===== src/rtl/uart_tx_fifo_stream_if.sv =====
// Read-port bundle between a standard (non-FWFT) FIFO and the consumer that drains it.
// master = consumer issuing reads, slave = FIFO.
interface uart_tx_fifo_stream_if;
    logic       fifo_empty;
    logic       fifo_rd_en;
    logic [7:0] fifo_dout;

    modport master (input fifo_empty, input fifo_dout, output fifo_rd_en);
    modport slave  (output fifo_empty, output fifo_dout, input fifo_rd_en);
endinterface


===== src/rtl/uart_tx_fifo_stream.sv =====
// UART transmitter draining a non-FWFT FIFO: configurable baud divisor, data width and stop bits.
// Optional parity bit enabled by defining UART_TX_PARITY_EN (PARITY_ODD selects odd/even).
module uart_tx_fifo_stream #(
    parameter int unsigned CLK_DIV    = 868,
    parameter int unsigned DATA_BITS  = 8,
    parameter int unsigned STOP_BITS  = 1,
    parameter int unsigned PARITY_ODD = 0
) (
    input  logic                         clk,
    input  logic                         rst,
    uart_tx_fifo_stream_if.master        fifo,
    output logic                         tx_out,
    output logic                         busy,
    output logic                         tx_done,
    output logic [15:0]                  frame_cnt
);

    if (CLK_DIV < 2 || CLK_DIV > 65535 || DATA_BITS < 5 || DATA_BITS > 8 ||
        STOP_BITS < 1 || STOP_BITS > 2 || PARITY_ODD > 1) begin : g_bad_param
        $error("uart_tx_fifo_stream: parameter out of legal range");
    end

    localparam logic [15:0] BAUD_LAST = 16'(CLK_DIV - 1);
    localparam logic [3:0]  DATA_LAST = 4'(DATA_BITS - 1);
    localparam logic [3:0]  STOP_LAST = 4'(STOP_BITS - 1);

    typedef enum logic [2:0] {
        ST_IDLE,
        ST_FETCH,
        ST_START,
        ST_DATA,
`ifdef UART_TX_PARITY_EN
        ST_PARITY,
`endif
        ST_STOP
    } state_t;

    state_t                 r_state;
    logic [15:0]            r_baud;
    logic [3:0]             r_bitcnt;
    logic [DATA_BITS-1:0]   r_shift;
    logic                   r_rd_en;
`ifdef UART_TX_PARITY_EN
    logic                   r_parity;
`endif
    logic                   w_baud_end;

    assign w_baud_end      = (r_baud == BAUD_LAST);
    assign fifo.fifo_rd_en = r_rd_en;

    always_ff @(posedge clk) begin
        if (rst) begin
            r_state   <= ST_IDLE;
            r_baud    <= '0;
            r_bitcnt  <= '0;
            r_shift   <= '0;
            r_rd_en   <= 1'b0;
`ifdef UART_TX_PARITY_EN
            r_parity  <= 1'b0;
`endif
            tx_out    <= 1'b1;
            busy      <= 1'b0;
            tx_done   <= 1'b0;
            frame_cnt <= '0;
        end else begin
            r_rd_en <= 1'b0;
            tx_done <= 1'b0;
            r_baud  <= w_baud_end ? '0 : r_baud + 16'd1;

            case (r_state)
                ST_IDLE: begin
                    tx_out   <= 1'b1;
                    r_baud   <= '0;
                    r_bitcnt <= '0;
                    if (!fifo.fifo_empty) begin
                        r_rd_en <= 1'b1;
                        busy    <= 1'b1;
                        r_state <= ST_FETCH;
                    end
                end

                // bit counter doubles as the FETCH phase: 0 = read in flight, 1 = data valid
                ST_FETCH: begin
                    r_baud <= '0;
                    if (r_bitcnt == 4'd0) begin
                        r_bitcnt <= 4'd1;
                    end else begin
                        r_shift  <= fifo.fifo_dout[DATA_BITS-1:0];
`ifdef UART_TX_PARITY_EN
                        r_parity <= (^fifo.fifo_dout[DATA_BITS-1:0]) ^ (PARITY_ODD != 0);
`endif
                        r_bitcnt <= '0;
                        tx_out   <= 1'b0;
                        r_state  <= ST_START;
                    end
                end

                ST_START: begin
                    if (w_baud_end) begin
                        tx_out  <= r_shift[0];
                        r_shift <= r_shift >> 1;
                        r_state <= ST_DATA;
                    end
                end

                ST_DATA: begin
                    if (w_baud_end) begin
                        if (r_bitcnt == DATA_LAST) begin
                            r_bitcnt <= '0;
`ifdef UART_TX_PARITY_EN
                            tx_out   <= r_parity;
                            r_state  <= ST_PARITY;
`else
                            tx_out   <= 1'b1;
                            r_state  <= ST_STOP;
`endif
                        end else begin
                            r_bitcnt <= r_bitcnt + 4'd1;
                            tx_out   <= r_shift[0];
                            r_shift  <= r_shift >> 1;
                        end
                    end
                end

`ifdef UART_TX_PARITY_EN
                ST_PARITY: begin
                    if (w_baud_end) begin
                        tx_out  <= 1'b1;
                        r_state <= ST_STOP;
                    end
                end
`endif

                ST_STOP: begin
                    if (w_baud_end) begin
                        if (r_bitcnt == STOP_LAST) begin
                            tx_done   <= 1'b1;
                            frame_cnt <= frame_cnt + 16'd1;
                            busy      <= 1'b0;
                            r_bitcnt  <= '0;
                            r_state   <= ST_IDLE;
                        end else begin
                            r_bitcnt <= r_bitcnt + 4'd1;
                        end
                    end
                end

                default: begin
                    tx_out  <= 1'b1;
                    busy    <= 1'b0;
                    r_state <= ST_IDLE;
                end
            endcase
        end
    end

endmodule


===== src/flat_wrapper.sv =====
// flat-port wrapper written by rule: the top's interface ports become plain ports
module uart_tx_fifo_stream_flat 
#(
    parameter int unsigned CLK_DIV    = 868,
    parameter int unsigned DATA_BITS  = 8,
    parameter int unsigned STOP_BITS  = 1,
    parameter int unsigned PARITY_ODD = 0
)
  (clk, rst, tx_out, busy, tx_done, frame_cnt, fifo_fifo_empty, fifo_fifo_dout, fifo_fifo_rd_en);
  uart_tx_fifo_stream_if fifo_i ();
  input  logic clk;
  input  logic rst;
  output logic tx_out;
  output logic busy;
  output logic tx_done;
  output logic [15:0] frame_cnt;
  input wire logic [$bits(fifo_i.fifo_empty)-1:0] fifo_fifo_empty;
  input wire logic [$bits(fifo_i.fifo_dout)-1:0] fifo_fifo_dout;
  output wire logic [$bits(fifo_i.fifo_rd_en)-1:0] fifo_fifo_rd_en;
  assign fifo_i.fifo_empty = fifo_fifo_empty;
  assign fifo_i.fifo_dout = fifo_fifo_dout;
  assign fifo_fifo_rd_en = fifo_i.fifo_rd_en;
  uart_tx_fifo_stream #(.CLK_DIV(CLK_DIV), .DATA_BITS(DATA_BITS), .STOP_BITS(STOP_BITS), .PARITY_ODD(PARITY_ODD)) u_core (.clk(clk), .rst(rst), .fifo(fifo_i), .tx_out(tx_out), .busy(busy), .tx_done(tx_done), .frame_cnt(frame_cnt));
endmodule

===== config.mk =====
export PLATFORM = sky130hd
export DESIGN_NAME = uart_tx_fifo_stream_flat
export DESIGN_NICKNAME = d
export VERILOG_FILES = /design/src/rtl/uart_tx_fifo_stream_if.sv /design/src/rtl/uart_tx_fifo_stream.sv /design/src/flat_wrapper.sv
export SDC_FILE = /design/constraint.sdc
export NUM_CORES = 1
export LEC_CHECK = 0
export ABC_AREA = 1
export ABC_CLOCK_PERIOD_IN_PS = 2000
export CAP_MARGIN = 20
export CELL_PAD_IN_SITES_DETAIL_PLACEMENT = 1
export CELL_PAD_IN_SITES_GLOBAL_PLACEMENT = 1
export CORE_ASPECT_RATIO = 2
export CORE_MARGIN = 2
export CORE_UTILIZATION = 40
export CTS_BUF_LIST = sky130_fd_sc_hd__clkbuf_16
export CTS_CLUSTER_DIAMETER = 200
export DETAILED_ROUTE_END_ITERATION = 8
export GPL_TIMING_DRIVEN = 0
export PLACE_DENSITY_LB_ADDON = 0.05
export SLEW_MARGIN = 20
export SYNTH_ARGS = -nofsm -noshare
export SYNTH_HDL_FRONTEND = slang
export SYNTH_SLANG_ARGS = --single-unit
export TNS_END_PERCENT = 5

===== constraint.sdc =====
create_clock -name clk -period 2 [get_ports clk]
set_input_delay 0.6 -clock clk [delete_from_list [all_inputs] [get_ports clk]]
set_output_delay 0.6 -clock clk [all_outputs]
set_load 0.05 [all_outputs]

Word level (Yosys, flattened, before mapping)
Cells that the tools add are included.
{ "word_totals": {"register_bits": 51, "word_cells": 74, "latch_bits": 0, "mem_count": 0, "romBits": 0, "in_bits": 11, "output_inout_bits": 20, "mem_bits_rw": 0} }
{ "op_classes": {"n_shift": 0, "n_reduce_logical": 14, "n_addsub": 3, "mul": 0, "n_lt_le_gt_ge": 0, "eq_ne": 14, "muxes": 30, "n_bitwise": 4, "div": 0} }
{ "op_table": {"columns": ["cell", "count"], "rows": [
  ["$add 16x1->16 const B", 2],
  ["$mux 8", 4],
  ["$pmux 8 s3", 1],
  ["$mux 3", 7],
  ["$eq 16x10->1 const B", 1],
  ["$mux 4", 4],
  ["$pmux 4 s4", 1],
  ["$pmux 3 s5", 1],
  ["$mux 1", 10],
  ["$ne 2x1->1 const B", 5],
  ["$reduce_and 4->1", 2],
  ["$reduce_and 7->1", 1],
  ["$eq 3x2->1 const B", 2],
  ["$ne 2x2->1 const B", 3],
  ["$reduce_and 3->1", 2],
  ["$reduce_or 3->1", 2],
  ["$reduce_and 5->1", 1],
  ["$add 4x1->4 const B", 1],
  ["$eq 4x3->1 const B", 1],
  ["$logic_not 4->1", 1],
  ["$not 1->1", 4],
  ["$pmux 1 s4", 1],
  ["$reduce_bool 4->1", 1],
  ["$reduce_or 4->1", 1],
  ["other kinds (6)", 6]
]} }

Depth between registers and ports, before layout
{ "logic_depth": {"word_depth": 4, "ltp_mapped": 13, "depth_no_buf": 13} }

Worst setup path after synthesis
OpenSTA, ideal clock, no wires.
{ "synth_timing": {"path_kind": "reg2reg", "start": "reg u_core.frame_cnt[0]", "end": "reg u_core.frame_cnt[8]", "arrival_time_ns": 1.573, "stages_incl_launch_ff": 7, "required_ns": 1.883, "setup_time_ns": 0.117, "path_buffers": 0, "synth_period_minus_slack_ns": 1.690, "setup_slack_ns": 0.310, "cell_sequence": "dfxtp_1 ha_1 nand4_1 nor2_4 nand2_1 o21ai_0 nor2_1"} }
{ "synth_via": {"elab_chain_cells": 1} }
{ "synth_rtl": {"columns": ["item", "line_no", "source"], "rows": [
  ["from (decl)", "uart_tx_fifo_stream.sv:15", "output logic [15:0] frame_cnt"],
  ["from (signal assigned)", "uart_tx_fifo_stream.sv:138", "frame_cnt <= frame_cnt + 16'd1;"],
  ["$add 16x1->16", "uart_tx_fifo_stream.sv:138", null]
]} }
No other way between the ends.
A chain may end at the register's enable or synchronous reset.

Worst setup path in the final report
{ "layout_timing": {"start": "reg u_core.frame_cnt[2]", "end": "out frame_cnt[2]"} }
{ "layout_lines": {"columns": ["item", "line_no", "source"], "rows": [
  ["to (decl)", "flat_wrapper.sv:16", "output logic [15:0] frame_cnt;"]
]} }
No word-level cell between the ends.

==> results.md <==
* WL final at 6.81 mm
* First-pass DRT Iterations at 4
* Area after DPL at about 3000 µm²
* Total CTS buffers at 5
* Min-delay src: u_core.r_baud[0]$_SDFF_PP0_
* Worst path top cell family by delay: buffers and inverters
* CTS Hold Bufs at 0
* CTS H-tree depth at 2
* Vias in the first global route at 2570
* Clock Skew at 3.95 ps
* Critical path type: reg2out
* Avg Cell Area, Syn at 6.84 µm²
* RSZ-0062 raised after global routing: false
* Max_slew headroom at 55.5%
* LEAKAGE at 0.00145 µW
* CTS max path bufs at 2
* Crit path required time at 1400 ps
* Critical Path Start Type: register
* Die X at approximately 60 µm
* Initial DRC Count at 86
* Avg WL per Cell at 13.5 µm
* CP bufs+invs at 1
* PD cells at 1020 nW/µm²
* Clk_lat worst skew at 290 ps
* Final setup viols at 0
* Via count at 2501
* # nets final at 435
* Final hold vios at 0
* Synthesized instance count at 381
* Dpl hpwl at 5.41 mm
* Reg clk slew, reported paths at 70 ps
* TritonCTS clock tree: yes
* Final Slew Violations at 0
* Max cap viols at 0
* Remaining Overflow, GRT at 0
* Count of different cell masters after synthesis at 36
* Critical path origin: u_core.frame_cnt[2]$_SDFFE_PP0P_
* Final worst slack at 107 ps
* Most frequent cells in the layout: 77 x nand2_1, 75 x nor2_1, 50 x dfxtp_1, 42 x inv_1, 23 x nand3_1
* Tot GR Track Use at 20.6%
* Layout cells sized above 1 at 10.7%
* Post-Syn Area at 2610 µm²
* GPL Wtd Cong at 0.860
* Setup WS pre-CTS at ~29 ps
* FF-to-FF setup slack at about 240 ps
* Worst r2r src: u_core.r_baud[0]$_SDFF_PP0_
* Syn Nets at approximately 400
* Commonest non-fill, non-tap cell in the layout: nand2_1
* I/O pin count at 31
* Post-detailed-route count of antenna-violating nets at 0
* Inserted Diodes at 0
* DRC at 0
* Core area at 6310 µm²
* Area delta synth->final at 20.5%
* Via-per-instance ratio at 4.94
* Post-route cell area at 3140 µm²
* Ys Warns at 0
* First-pass GRT wire length at 11.4 mm
* Die area at 7220 µm²
* Die Height at 118 µm
* I/O Buffers at 29
* Worst vdd ir at 0.000767 V
* Hold slack at 438 ps
* Post-synthesis sequential area ratio at 39.2%
* Largest net degree at the start of global routing at 15
* Critical-path cell list: dlygate4sd2_1
* FF+latch count, synth at 51
* CTS root buffer: clkbuf_16
* CP arrival at 1290 ps
* Post-layout minimum cycle time at 1890 ps
* CP max stage cell: dlygate4sd2_1
* Initial antenna violation count at 0
* Final Cycle Share at 94.7%
* Least-Margin Pin Slew at 661 ps
* Fmax at 0.528 GHz
* Rows at about 40
* Outcome: finished, final reports clean
* Max incr delay on CP at 560 ps
* Pwr Total at 3200 µW
* Post-layout util at 49.8%
* Starting Density at 41.3%
* Clock Sinks at 51
* Crit path max fanout at 6
* Crit path capture type: output port
* Hold Path Class: reg2reg
* Fillcell total at 870
## sequential cells by signal, summed over array words and instances, names as in the netlist
name and count:
u_core.frame_cnt 16, u_core.r_baud 16, u_core.r_shift 8, u_core.r_bitcnt 4
u_core.r_state 3, u_core.busy 1, u_core.fifo.fifo_rd_en 1, u_core.tx_done 1
u_core.tx_out 1
## through the flow
stage          TNS, ps  instances
2_1_floorplan        0        381
3_3_place_gp     -1.77        496
3_5_place_dp         0        496
4_1_cts              0        503
5_1_grt              0        506
6_report             0        506
## metal layers
metal	vias up	global-route usage, %	routed length, µm
li1	1281	-	-
met1	1185	20.2	2470
met2	25	39.5	4060
met3	10	3.28	120
met4	0	7.47	156
met5	-	0	0
## final timing paths
check                                                    end  cells past startpoint
worst min-delay path             u_core.r_baud[0]$_SDFF_PP0_                      1
worst min register to register   u_core.r_baud[0]$_SDFF_PP0_                      1
worst max register to register  u_core.r_baud[10]$_SDFF_PP0_                      9
worst max-delay path                            frame_cnt[2]                      1
## cells by family (layout without fill, tap and decap cells)
group | after synthesis | in the layout | synth area share (%)
simple gates | 213 | 213 | 37.8
compound gates | 53 | 53 | 11.0
fa+ha+maj | 4 | 4 | 1.92
xor+xnor | 7 | 7 | 2.35
buf+inv | 53 | 92 | 7.73
flops | 51 | 51 | 39.2
## where the power goes
part / switching [µW] / internal [µW]
Sequential: 108 / 1160
Clock: 375 / 451
Combinational: 720 / 379
Total: 1200 / 1990
## what timing repair did
item,CTS,global route
resized for setup,20,3
pin swaps,0,1
setup buffers,0,3
setup endpoints to repair,20,11
## synth_stat cells
library cell | instances | area [µm²]
a21oi_2 | 1 | 8.76
nor4_1 | 2 | 12.5
inv_2 | 5 | 18.8
buf_2 | 2 | 10.0
a31oi_1 | 1 | 6.26
nor2_1 | 75 | 282
buf_1 | 1 | 3.75
a21boi_0 | 1 | 7.51
ha_1 | 4 | 50.1
a21oi_1 | 20 | 100
o21a_1 | 1 | 7.51
a31o_2 | 1 | 8.76
nand4_1 | 3 | 18.8
nand2_2 | 4 | 25.0
nor3_2 | 1 | 10.0
nor3_1 | 6 | 30.0
o21ai_2 | 1 | 8.76
nand3_2 | 1 | 10.0
nor2_8 | 1 | 20.0
o21ai_0 | 22 | 110
clkinv_1 | 2 | 7.51
o21ai_1 | 3 | 15.0
clkbuf_1 | 1 | 3.75
inv_1 | 42 | 158
xnor2_1 | 1 | 8.76
xor2_1 | 6 | 52.6
nand3_4 | 1 | 17.5
dfxtp_1 | 51 | 1020
nor2_4 | 5 | 56.3
o21bai_1 | 1 | 7.51
nand3_1 | 23 | 115
nor2_2 | 7 | 43.8
nand2_4 | 3 | 33.8
nand2_1 | 78 | 293
and3_1 | 3 | 18.8
o31ai_1 | 1 | 7.51
## layout make-up
class                   count  area (µm²)  share of cell area [%]
repair buffers             32         288                    9.16
plain buffers               4        17.5                   0.557
inverters                  49         184                    5.85
well taps                  86         108                    3.42
multi-input cells         277        1390                    44.2
flip-flops and latches     51        1020                    32.5
clock buffers               5         125                    3.98
clock inverters             2        8.76                   0.279
Note: power is estimated with default switching activity, not from simulation.
==> RTL change (same settings) <==
`DATA_BITS` is set to 8 in 2 places; all go to 7.
--- a/src/rtl/uart_tx_fifo_stream.sv
+++ b/src/rtl/uart_tx_fifo_stream.sv
@@ -2,7 +2,7 @@
 // Optional parity bit enabled by defining UART_TX_PARITY_EN (PARITY_ODD selects odd/even).
 module uart_tx_fifo_stream #(
     parameter int unsigned CLK_DIV    = 868,
-    parameter int unsigned DATA_BITS  = 8,
+    parameter int unsigned DATA_BITS  = 7,
     parameter int unsigned STOP_BITS  = 1,
     parameter int unsigned PARITY_ODD = 0
 ) (
--- a/src/flat_wrapper.sv
+++ b/src/flat_wrapper.sv
@@ -2,7 +2,7 @@
 module uart_tx_fifo_stream_flat 
 #(
     parameter int unsigned CLK_DIV    = 868,
-    parameter int unsigned DATA_BITS  = 8,
+    parameter int unsigned DATA_BITS  = 7,
     parameter int unsigned STOP_BITS  = 1,
     parameter int unsigned PARITY_ODD = 0
 )
Behaviour: same outputs for any inputs over 10 cycles, from zero or initial values and one cycle with rst high; that may be too few to reach the edited logic, so the function may still have changed.
==> RTL change against the unedited design <==
Sequential share of layout area decreased by 1.3 points; sequential power decreased by 3%; synthesized area increased by 2.6%; first-iteration DRC count decreased by 7.0%; setup slack improved by 0.041 ns; synthesized cell count increased by 5.5%; core utilization decreased by 0.88 points; combinational power decreased by 5%; power decreased by 3.2%; final area increased by 2.3%; count of clock-buffer cells in the layout unchanged; routed wire length increased by 13%; critical endpoint is now frame_cnt[8]; sequential cell count decreased by 1.
==> RTL change: results (changes against the unedited design) <==
| Metric | Value |
|---|---|
| Status | finished clean |
| Vias | 2,736 (+9.4%) |
| Fin Clk Skew | 0.00769 ns (+0.00374 ns) |
| Setup crit end | frame_cnt[8] |
| Post-CTS sizing | 21 (+5.0%) |
| Multi-In Gates | 297 (+7.2%) |
| Clock sinks | 50 (-2.0%) |
| Vias in the first global route | 2,874 (+12%) |
| Total global-route track usage | 22.9% (+2.3 points) |
| First-pass GRT wire length | 12.7 mm (+12%) |
| Final GP Congestion | 0.846 (-1.6%) |
| Worst Path Max Fanout | 5 (-1) |
| Post-route clock period utilization | 92.6% (-2.1 points) |
| R2R depth | 12 (+3) |
| Top flop regs | u_core.frame_cnt x16, u_core.r_baud x16, u_core.r_shift x7 |
| Mapped Cells | 402 (+5.5%) |
| Cells after DPL | 518 (+4.4%) |
| WL final | 7.69 mm (+13%) |
| Placed Area | 3070 µm² (+2.0%) |
| Non-clk buf share | 9.26% (-0.45 points) |
| Fraction of area in registers | 31.2% (-1.3 points) |
| Internal | 1.92 mW (-3.6%) |
| Final HPWL from detailed placement | 6.14 mm (+13%) |
| Leakage Power | 1.37 nW (-5.8%) |
| # port buffers | 28 (-3.4%) |
| First DRT Iteration DRCs | 80 (-7.0%) |
| Vias/cell | 5.18 (+4.8%) |
| Post-Place Worst Slack | 0.00937 ns (-0.0198 ns) |
| CP startpoint | u_core.frame_cnt[8] |
| Worst reg2reg endpoint | u_core.frame_cnt[9] |
| Non-clk invs | 50 (+2.0%) |
| Seq/Total Area, Yosys | 37.4% (-1.7 points) |
| Clock network area share | 4.24% (-0.017 points) |
| Most instantiated cells after synthesis | nand2_1 (95), nor2_1 (69), dfxtp_1 (50) |
| Netlist cell types | 31 (-14%) |
| Final #Nets | 455 (+4.6%) |
| Synth Area in XOR/XNOR | 3.60% (+1.3 points) |
| Syn nets | 418 (+5.6%) |
| Share of cells above drive strength 1 | 10.5% (-0.26 points) |
| Combinational fraction of design power | 33.5% (-0.9 points) |
| Synth top area cells | dfxtp_1 (37%), nand2_1 (13%), nor2_1 (9.7%) |
| Multi-input combinational cell area | 1480 µm² (+6.4%) |
| Fillers | 862 (-0.92%) |
| Post-Synth Adder-Cell Area | 2.34% (+0.42 points) |
-- RTL change: cell types whose count changed after synthesis, moves of 2 or more --
cell	delta
inv_2	+3
clkinv_1	-2
nand3_1	+4
nand2_4	-3
nor2_1	-6
xnor2_1	+3
and3_1	-3
a21oi_1	+4
nand4_1	+4
nor2_4	-2
nand3_2	+2
nand2_1	+17
-- RTL change: per-layer routing --
layer / vias up / global-route usage, % / share of wire [%]
met5: - / 0 / 0
met4: 0 / 10.1 / 3.6
met3: 21 / 3.56 / 1.9
met2: 40 / 45.4 / 61
met1: 1323 / 20.2 / 34
li1: 1352 / - / -
-- RTL change: per-stage QoR --
stage	total power, mW	util (%)	hold WS (ns)
4_1_cts	3.08	48.4	0.473
6_report	3.10	48.9	0.468
2_1_floorplan	1.98	-	0.429
3_3_place_gp	2.23	46.7	0.438
3_5_place_dp	2.26	46.7	0.455
5_1_grt	3.34	48.9	0.493
